### config.mk
export PLATFORM = sky130hd
export DESIGN_NAME = cam
export DESIGN_NICKNAME = d
export VERILOG_FILES = /design/src/rtl/cam_pkg.sv /design/src/rtl/cam_prio_enc.sv /design/src/rtl/cam.sv
export SDC_FILE = /design/constraint.sdc
export NUM_CORES = 1
export LEC_CHECK = 0
export BUFFER_PORTS_ARGS = -buffer_cell sky130_fd_sc_hd__buf_4
export CAP_MARGIN = 20
export CORE_ASPECT_RATIO = 1.4
export CORE_MARGIN = 5
export CORE_UTILIZATION = 35
export CTS_BUF_LIST = sky130_fd_sc_hd__clkbuf_8
export CTS_CLUSTER_DIAMETER = 80
export CTS_CLUSTER_SIZE = 30
export DETAILED_ROUTE_END_ITERATION = 8
export GPL_TIMING_DRIVEN = 0
export HOLD_SLACK_MARGIN = 0.03
export PLACE_DENSITY = 0.61
export SYNTH_ARGS = -nofsm -noshare
export SYNTH_HDL_FRONTEND = slang
export SYNTH_SLANG_ARGS = --single-unit
### constraint.sdc
create_clock -name clk -period 4.1 [get_ports clk]
set_clock_uncertainty 0.1 [all_clocks]
set_input_delay 0 -clock clk [delete_from_list [all_inputs] [get_ports clk]]
set_output_delay 0 -clock clk [all_outputs]
set_load 0.01 [all_outputs]
### src/rtl/cam_pkg.sv
// Shared sizing constants for the 16x16 content-addressable memory.
package cam_pkg;
    localparam int DATA_W = 16;
    localparam int DEPTH  = 16;
    localparam int ADDR_W = 4;
endpackage

### src/rtl/cam_prio_enc.sv
// Lowest-index priority encoder: hit vector in, index of lowest set bit and any-hit flag out.
module cam_prio_enc
    import cam_pkg::*;
#(
    parameter int N = DEPTH,
    parameter int W = ADDR_W
) (
    input  logic [N-1:0] hit,
    output logic         any_hit,
    output logic [W-1:0] idx
);

    // Scan from the top down so the lowest set bit is the last one assigned.
    always_comb begin
        any_hit = |hit;
        idx     = '0;
        for (int i = N - 1; i >= 0; i--) begin
            if (hit[i]) idx = W'(i);
        end
    end

endmodule

### src/rtl/cam.sv
// Append-only CAM with registered search results and duplicate suppression on write.
module cam #(
    parameter int DATA_W = cam_pkg::DATA_W,
    parameter int DEPTH  = cam_pkg::DEPTH,
    parameter int ADDR_W = cam_pkg::ADDR_W
) (
    input  logic              clk,
    input  logic              reset,
    input  logic [DATA_W-1:0] DIN,
    input  logic              EN,
    input  logic              WE,
    output logic              match,
    output logic [ADDR_W-1:0] match_addr
);

    logic [DATA_W-1:0] mem [DEPTH];
    logic [DEPTH-1:0]  valid;
    logic [ADDR_W:0]   wptr;
    logic [DEPTH-1:0]  hit;
    logic              any_hit;
    logic [ADDR_W-1:0] hit_idx;
    logic              full;
    logic              do_write;

    assign full     = (wptr == (ADDR_W + 1)'(DEPTH));
    assign do_write = EN && WE && !any_hit && !full;

    // Compare against contents as they stood before this edge's write.
    always_comb begin
        hit = '0;
        for (int i = 0; i < DEPTH; i++) begin
            hit[i] = valid[i] && (mem[i] == DIN);
        end
    end

    cam_prio_enc #(
        .N (DEPTH),
        .W (ADDR_W)
    ) u_prio_enc (
        .hit     (hit),
        .any_hit (any_hit),
        .idx     (hit_idx)
    );

    always_ff @(posedge clk) begin
        if (do_write) mem[wptr[ADDR_W-1:0]] <= DIN;
    end

    always_ff @(posedge clk or negedge reset) begin
        if (!reset) begin
            valid      <= '0;
            wptr       <= '0;
            match      <= 1'b0;
            match_addr <= '0;
        end else if (EN) begin
            match      <= any_hit;
            match_addr <= any_hit ? hit_idx : '0;
            if (do_write) begin
                valid[wptr[ADDR_W-1:0]] <= 1'b1;
                wptr                    <= wptr + 1'b1;
            end
        end else begin
            match      <= 1'b0;
            match_addr <= '0;
        end
    end

endmodule

==> results of run 1 <==
metrics by stage:
stage | util [%] | power [mW] | hold slack (ns) | area (sq um) | setup slack (ns)
after floorplan | - | 4.02 | -0.396 | 12200 | 0.888
after global placement | 37.7 | 4.26 | -0.158 | 12900 | -0.467
after detailed placement | 38.1 | 4.31 | -0.153 | 13100 | 0.0545
after CTS | 39.4 | 5.43 | 0.128 | 13500 | 0.0538
after global routing | 39.6 | 5.61 | 0.130 | 13500 | -0.130
final | 39.6 | 5.42 | 0.136 | 13500 | 0.0984
layer usage:
metal	up-vias	share of wire, %
li1	2872	-
met1	3315	40
met2	108	56
met3	25	2.9
met4	0	1.6
met5	-	0
cell usage in the layout, fill, tap and decap left out, types with 3 or more instances in the layout:
cell	synthesis	final
dfrtp_1	26	26
nor2_2	0	12
nor4_1	36	36
a21oi_1	6	6
buf_8	10	16
o211ai_1	3	3
o21ai_0	3	3
edfxtp_1	256	256
xnor2_1	116	116
nor2_1	21	7
buf_6	10	10
nand4_1	29	29
xor2_1	144	144
ha_1	4	4
clkbuf_8	0	13
nand2_1	20	20
buf_4	10	37
nand3_1	9	9
or2_2	11	11
o22ai_1	3	3
inv_1	8	11
or2_1	8	8
nor3_1	9	9
dlygate4sd3_1	0	20
buf_12	3	6
flip-flops by register name, summed over array words and instances, names as in the netlist:
signal	flops
match	1
match_addr	4
mem	256
valid	16
wptr	5
final cells by class:
cell class / count / share of cell area [%]
sequential: 282 / 61.5
clock inverter: 6 / 0.259
timing repair buffer: 56 / 4.08
antenna: 1 / 0.0185
multi-input combinational: 443 / 25.4
buffer: 35 / 3.01
inverter: 8 / 0.222
tap: 451 / 4.16
clock buffer: 13 / 1.32
power breakdown:
part	switching, mW	internal [mW]	leakage, nW
Combinational	0.478	0.310	1.69
Clock	0.846	0.309	0.122
Sequential	0.0964	3.38	2.62
Total	1.42	4.00	4.43
what timing repair did:
| action | 4_1_cts | 5_1_grt |
|---|---|---|
| endpoints found under the hold margin | 290 | 0 |
| resized for setup | 0 | 5 |
| hold buffers | 21 | 0 |
| setup endpoints to repair | 0 | 144 |
| setup buffers | 0 | 2 |
path summary, 6_finish.rpt:
check | startpoint | endpoint | slack [ns]
worst max-delay path | DIN[14] | mem[9][9] | 0.1
worst min-delay path | EN | match_addr[0] | 0.14
worst max register to register | mem[12][4] | valid[9] | 0.39
worst min register to register | wptr[4] | wptr[4] | 0.38
max in group asynchronous | reset | valid[11] | 3.39
min in group asynchronous | reset | valid[0] | 0.32
worst max-delay path: cells and delay by family:
kind / cells / cell delay (ns)
buf+inv: 6 / 1.77
simple gates: 7 / 1.95
compound gates: 1 / 0.17
xor+xnor: 1 / 0.17
logic make-up after synthesis:
kind of cell | synth area share [%]
AOI/OAI and AO/OA | 1.19
and+or+nand+nor | 7.44
adders and majority gates | 0.411
muxes | 0.0926
buffers and inverters | 3.60
xor gates and xnor gates | 18.7
DFF | 68.5
==> flow_metrics.py, run 1 <==
metrics = {
    "timing": {
        "slew_headroom_pct": 34.8,
        "slew_viol_final": 0,
        "worst_slew_pin_slew_ns": 0.977,
        "setup_viol": 0,
        "period_needed_ns": 4.00,
        "period_share_pct": 97.6,
        "grt_setup_unrepaired": "true",
        "clock.fmax_ghz": 0.250,
        "tns_ns": 0,
        "final-hold-violation-count": 0,
    },
    "setup_path": {
        "r2r_cells": 12,
        "crit_required_ns": 4.19,
        "worstPathArrival_ns": 4.09,
        "crit_fanout": 17,
        "critPathLaunchType": "input port",
        "cpPeakStageDelay_ns": 0.77,
        "worst_path_max_delay_cell": "nor2_2",
        "crit_chain": "dlygate4sd3_1 -> buf_4 -> buf_4 -> buf_6 -> xor2_1 -> nor4_1 -> nand4_1 -> o22ai_1 -> nor3b_2 -> nand3_1 -> or3_1 -> buf_2 -> nand2b_1 -> buf_2 -> nor2_2",
        "endpoint_kind": "flip-flop",
        "critPathKind": "input port to flip-flop",
    },
    "pwr": {
        "irDropWorstVdd_mv": 0.263,
        "p_leak_nw": 4.43,
        "power_density_nw_per_um2": 400,
    },
    "outcome": {
        "outcome": "finished clean",
    },
    "route": {
        "post_drt_wl_per_cell_um": 22.5,
        "drc_errors": 0,
        "routed_wl_um": 29100,
        "ant_nets": 0,
        "avgViaCountPerCell": 4.88,
        "drtPass1Iterations": 5,
        "vias": 6320,
        "drt-initial-drc-count": 459,
    },
    "synth": {
        "synth_cells": 768,
        "syn_avg_cell_area_sq_um": 15.8,
        "yosysTopAreaCellShare_pct": 63.2,
        "yosys.cell_count.top_type": "edfxtp_1",
        "ys_ff_latch": 282,
        "synth_top_area_cell": "edfxtp_1",
        "synth_area_sq_um": 12200,
        "synth_seq_area_share_pct": 68.5,
        "synth_edf_count": 256,
        "netlist_top_cells_count": "256 x edfxtp_1, 144 x xor2_1, 116 x xnor2_1, 36 x nor4_1, 29 x nand4_1",
        "synth-main-ff-cell": "edfxtp_1",
        "synthTopCellsByArea": "edfxtp_1 63%, xor2_1 10%, xnor2_1 8.4%, dfrtp_1 5.3%, nor4_1 1.9%",
        "synth.net_count": 792,
        "synth_cell_types": 40,
        "synth-async-reset-ratio_pct": 9.22,
        "yosys_warnings": 0,
    },
    "clock_tree": {
        "cts.clk_slew.worst_paths_ns": 0.18,
        "cts_tree": "built",
        "htreeDepth": 1,
        "cts_buffers": 13,
        "clock_sinks": 282,
        "clock_latency_ns": 0.55,
        "root_buffer": "clkbuf_8",
        "clock_path_buffers": 3,
    },
    "global_routing": {
        "grt_busiest_layer": "met2",
        "grt_pass1_vias": 6398,
        "grt_antenna_before_repair": 0,
        "grt_max_degree": 32,
        "grt.met1_usage_pct": 18.3,
        "use_met3_pct": 1.15,
        "grt_util_all_layers_pct": 14.9,
        "grt_pass1_wl_um": 42600,
        "overflow": 0,
        "grt_util_met2_pct": 28.6,
    },
    "run": {
        "cap_violations": 0,
    },
    "floorplanning": {
        "start_util_pct": 35.5,
        "coreArea_sq_um": 34200,
        "fp.dieW_um": 168,
        "ioPinCount": 25,
        "die_area_sq_um": 38600,
        "die_h_um": 231,
        "num_rows": 80,
    },
    "final_layout": {
        "nFillCells": 3204,
        "stdcell_count": 1295,
        "seq_area_sq_um": 8340,
        "syn2layout_area_growth_pct": 11.4,
        "multi_input_area_sq_um": 3440,
        "final_nets": 863,
        "drive_gt1_share_pct": 14.4,
    },
    "place": {
        "numPortBuffers": 24,
        "dp.cells": 1252,
        "place_congestion": 0.803,
        "dp_hpwl_um": 18900,
    },
    "worst_hold_path": {
        "whs_path_depth": 3,
        "hold_class": "input port to flip-flop",
    },
}
Power figures use the tool's default switching activity.
==> inputs of run 2 (changes only) <==
--- a/config.mk
+++ b/config.mk
@@ -5,6 +5,7 @@
 export SDC_FILE = /design/constraint.sdc
 export NUM_CORES = 1
 export LEC_CHECK = 0
+export ABC_AREA = 1
 export BUFFER_PORTS_ARGS = -buffer_cell sky130_fd_sc_hd__buf_4
 export CAP_MARGIN = 20
 export CORE_ASPECT_RATIO = 1.4
==> constraint.sdc (replaced) <==
create_clock -name clk -period 4.7 [get_ports clk]
set_clock_uncertainty 0.1 [all_clocks]
set_input_delay 0 -clock clk [delete_from_list [all_inputs] [get_ports clk]]
set_output_delay 0 -clock clk [all_outputs]
set_load 0.01 [all_outputs]
==> run 2 against run 1 <==
Critical path depth did not move. Non-clock buffer count increased by 7. Routed wire length rose by 34%. Area after synthesis grew 2.8%. Utilization fell by 0.56 points. Via count rose by 38%.
==> flow_metrics.py, run 2 <==
metrics = {
    "clock_tree": {
        "clock_latency_ns": 0.55,
        "clock_sinks": 282,
        "root_buffer": "clkbuf_8",
        "post_cts_buffers": 0,
        "clock_path_buffers": 3,
        "cts_tree": "built",
        "cts_buffers": 13,
        "cts.clk_slew.worst_paths_ns": 0.17,
        "htreeDepth": 1,
    },
    "place": {
        "place_ws_ns": 0.595,
        "placedInstanceArea_sq_um": 13400,
        "dp_hpwl_um": 24700,
        "numPortBuffers": 24,
        "dp.cells": 1565,
        "place_congestion": 0.914,
    },
    "floorplanning": {
        "ioPinCount": 25,
        "die_h_um": 234,
        "die_area_sq_um": 39700,
        "fp.dieW_um": 170,
        "num_rows": 82,
        "start_util_pct": 35.1,
        "coreArea_sq_um": 35600,
    },
    "timing": {
        "grt_setup_unrepaired": "false",
        "setup_viol": 0,
        "period_share_pct": 86.7,
        "tns_ns": 0,
        "final-hold-violation-count": 0,
        "slew_headroom_pct": 50.2,
        "slew_viol_final": 0,
        "layout_setup_ws_ns": 0.626,
        "period_needed_ns": 4.07,
        "holdWs_ns": 0.167,
        "clock.fmax_ghz": 0.245,
        "worst_slew_pin_slew_ns": 0.745,
    },
    "route": {
        "drc_errors": 0,
        "drtPass1Iterations": 5,
        "avgViaCountPerCell": 5.42,
        "vias": 8720,
        "routed_wl_um": 39000,
        "post_drt_wl_per_cell_um": 24.3,
        "ant_nets": 0,
        "drt-initial-drc-count": 898,
    },
    "run": {
        "cap_violations": 0,
    },
    "synth": {
        "synth_cell_types": 48,
        "synth_top_area_cell": "edfxtp_1",
        "syn_avg_cell_area_sq_um": 11.7,
        "synth_cells": 1065,
        "synthTopCellsByArea": "edfxtp_1 61%, nand2_1 6.6%, dfrtp_1 5.2%, xor2_1 3.6%, nor2_1 3.2%",
        "synth-async-reset-ratio_pct": 9.22,
        "synth_area_sq_um": 12500,
        "synth-main-ff-cell": "edfxtp_1",
        "netlist_top_cells_count": "256 x edfxtp_1, 220 x nand2_1, 107 x nor2_1, 72 x inv_1, 51 x xor2_1",
        "ys_ff_latch": 282,
        "yosys.cell_count.top_type": "edfxtp_1",
        "yosys_warnings": 0,
        "synth_seq_area_share_pct": 66.7,
        "synth_edf_count": 256,
        "synth.net_count": 1089,
        "yosysTopAreaCellShare_pct": 61.5,
    },
    "setup_path": {
        "crit_fanout": 18,
        "crit_chain": "dlygate4sd3_1 -> buf_4 -> inv_2 -> buf_2 -> nand2_1 -> nand4_1 -> a211oi_1 -> nand3_1 -> nand2_1 -> nor2_4 -> nand2_2 -> nor3_4 -> nand2_4 -> nor2_1 -> buf_4",
        "endpoint_kind": "flip-flop",
        "critPathKind": "input port to flip-flop",
        "cpPeakStageDelay_ns": 0.62,
        "crit_required_ns": 4.88,
        "worstPathArrival_ns": 4.26,
        "worst_path_max_delay_cell": "nor2_1",
        "critPathLaunchType": "input port",
        "rr_startpoint": "mem[4][12]",
        "crit_family": "simple AND/OR/NAND/NOR gates",
        "crit_path_start": "DIN[15]",
        "crit_buf_inv": 5,
    },
    "final_layout": {
        "stdcell_count": 1608,
        "multi_input_area_sq_um": 3540,
        "drive_gt1_share_pct": 11.8,
        "final_common_cell": "edfxtp_1",
        "largest_reg_flops": 256,
        "nFillCells": 3381,
        "final_cell_mix": "256 x edfxtp_1, 220 x nand2_1, 107 x nor2_1",
        "final_nets": 1164,
        "diodes": 0,
        "post-route-util_pct": 39.0,
        "syn2layout_area_growth_pct": 11.1,
        "seq_area_sq_um": 8340,
        "design_area_sq_um": 13900,
    },
    "pwr": {
        "power_density_nw_per_um2": 341,
        "irDropWorstVdd_mv": 0.197,
        "p_leak_nw": 5.14,
        "total_power_mw": 4.73,
    },
    "global_routing": {
        "grt_pass1_vias": 8345,
        "grt_max_degree": 32,
        "grt_util_all_layers_pct": 19.4,
        "grt_pass1_wl_um": 55600,
        "overflow": 0,
        "grt_antenna_before_repair": 0,
    },
    "worst_hold_path": {
        "hold_class": "input port to flip-flop",
        "min_from": "EN",
    },
    "outcome": {
        "outcome": "finished clean",
    },
}
run 2: cell count changes in the layout (fill, tap and decap cells not counted), sizes merged, moves of 32 or more:
cell / change
xor2: -93
inv: +79
o21ai: +65
nor2: +90
xnor2: -97
nand2: +207
o22ai: +32
run 2: cells by family (layout without fill, tap and decap cells):
kind of cell | after synthesis | after routing | synth area share [%]
flops | 282 | 282 | 66.7
xor+xnor | 70 | 70 | 4.90
fa+ha+maj | 4 | 4 | 0.400
buf+inv | 124 | 205 | 5.07
compound gates | 159 | 159 | 8.04
simple gates | 426 | 426 | 14.9
run 2: per-layer routing:
layer	share of wire, %	routed length (um)	track usage [%]
met3	7.5	2940	2.07
met5	0	0	0
met1	36	14100	23.1
met4	5.7	2210	9.67
met2	51	19800	34.5
run 2: path summary, 6_finish.rpt:
path,depth (start not counted),slack [ns],end
setup / recovery,15,0.63,mem[5][10]
hold / removal,4,0.17,match_addr[3]
setup reg to reg,12,1.13,mem[5][10]
hold reg to reg,2,0.39,valid[7]
max in group asynchronous,4,3.97,valid[1]
min in group asynchronous,4,0.35,valid[2]
run 2: repair_timing:
| action | CTS | global route |
|---|---|---|
| hold buffers | 21 | 0 |
| hold endpoints to repair | 296 | 0 |
| resized for setup | 0 | 0 |
run 2: layout make-up:
cell class,count,share of cell area (%)
sequential,282,60.0
multi-input combinational,659,25.5
tap,462,4.16
timing repair buffer,60,3.94
inverter,86,2.36
buffer,38,2.21
clock buffer,14,1.39
clock inverter,7,0.468
run 2: report_power, final:
| part | internal (mW) | switching (mW) |
|---|---|---|
| Sequential | 2.89 | 0.0719 |
| Clock | 0.342 | 0.739 |
| Combinational | 0.204 | 0.485 |
run 2: worst min-delay path, stage by stage:
cell and delay [ns]:
dlygate4sd3_1 0.53, buf_4 0.14, inv_1 0.06, nor3b_1 0.05
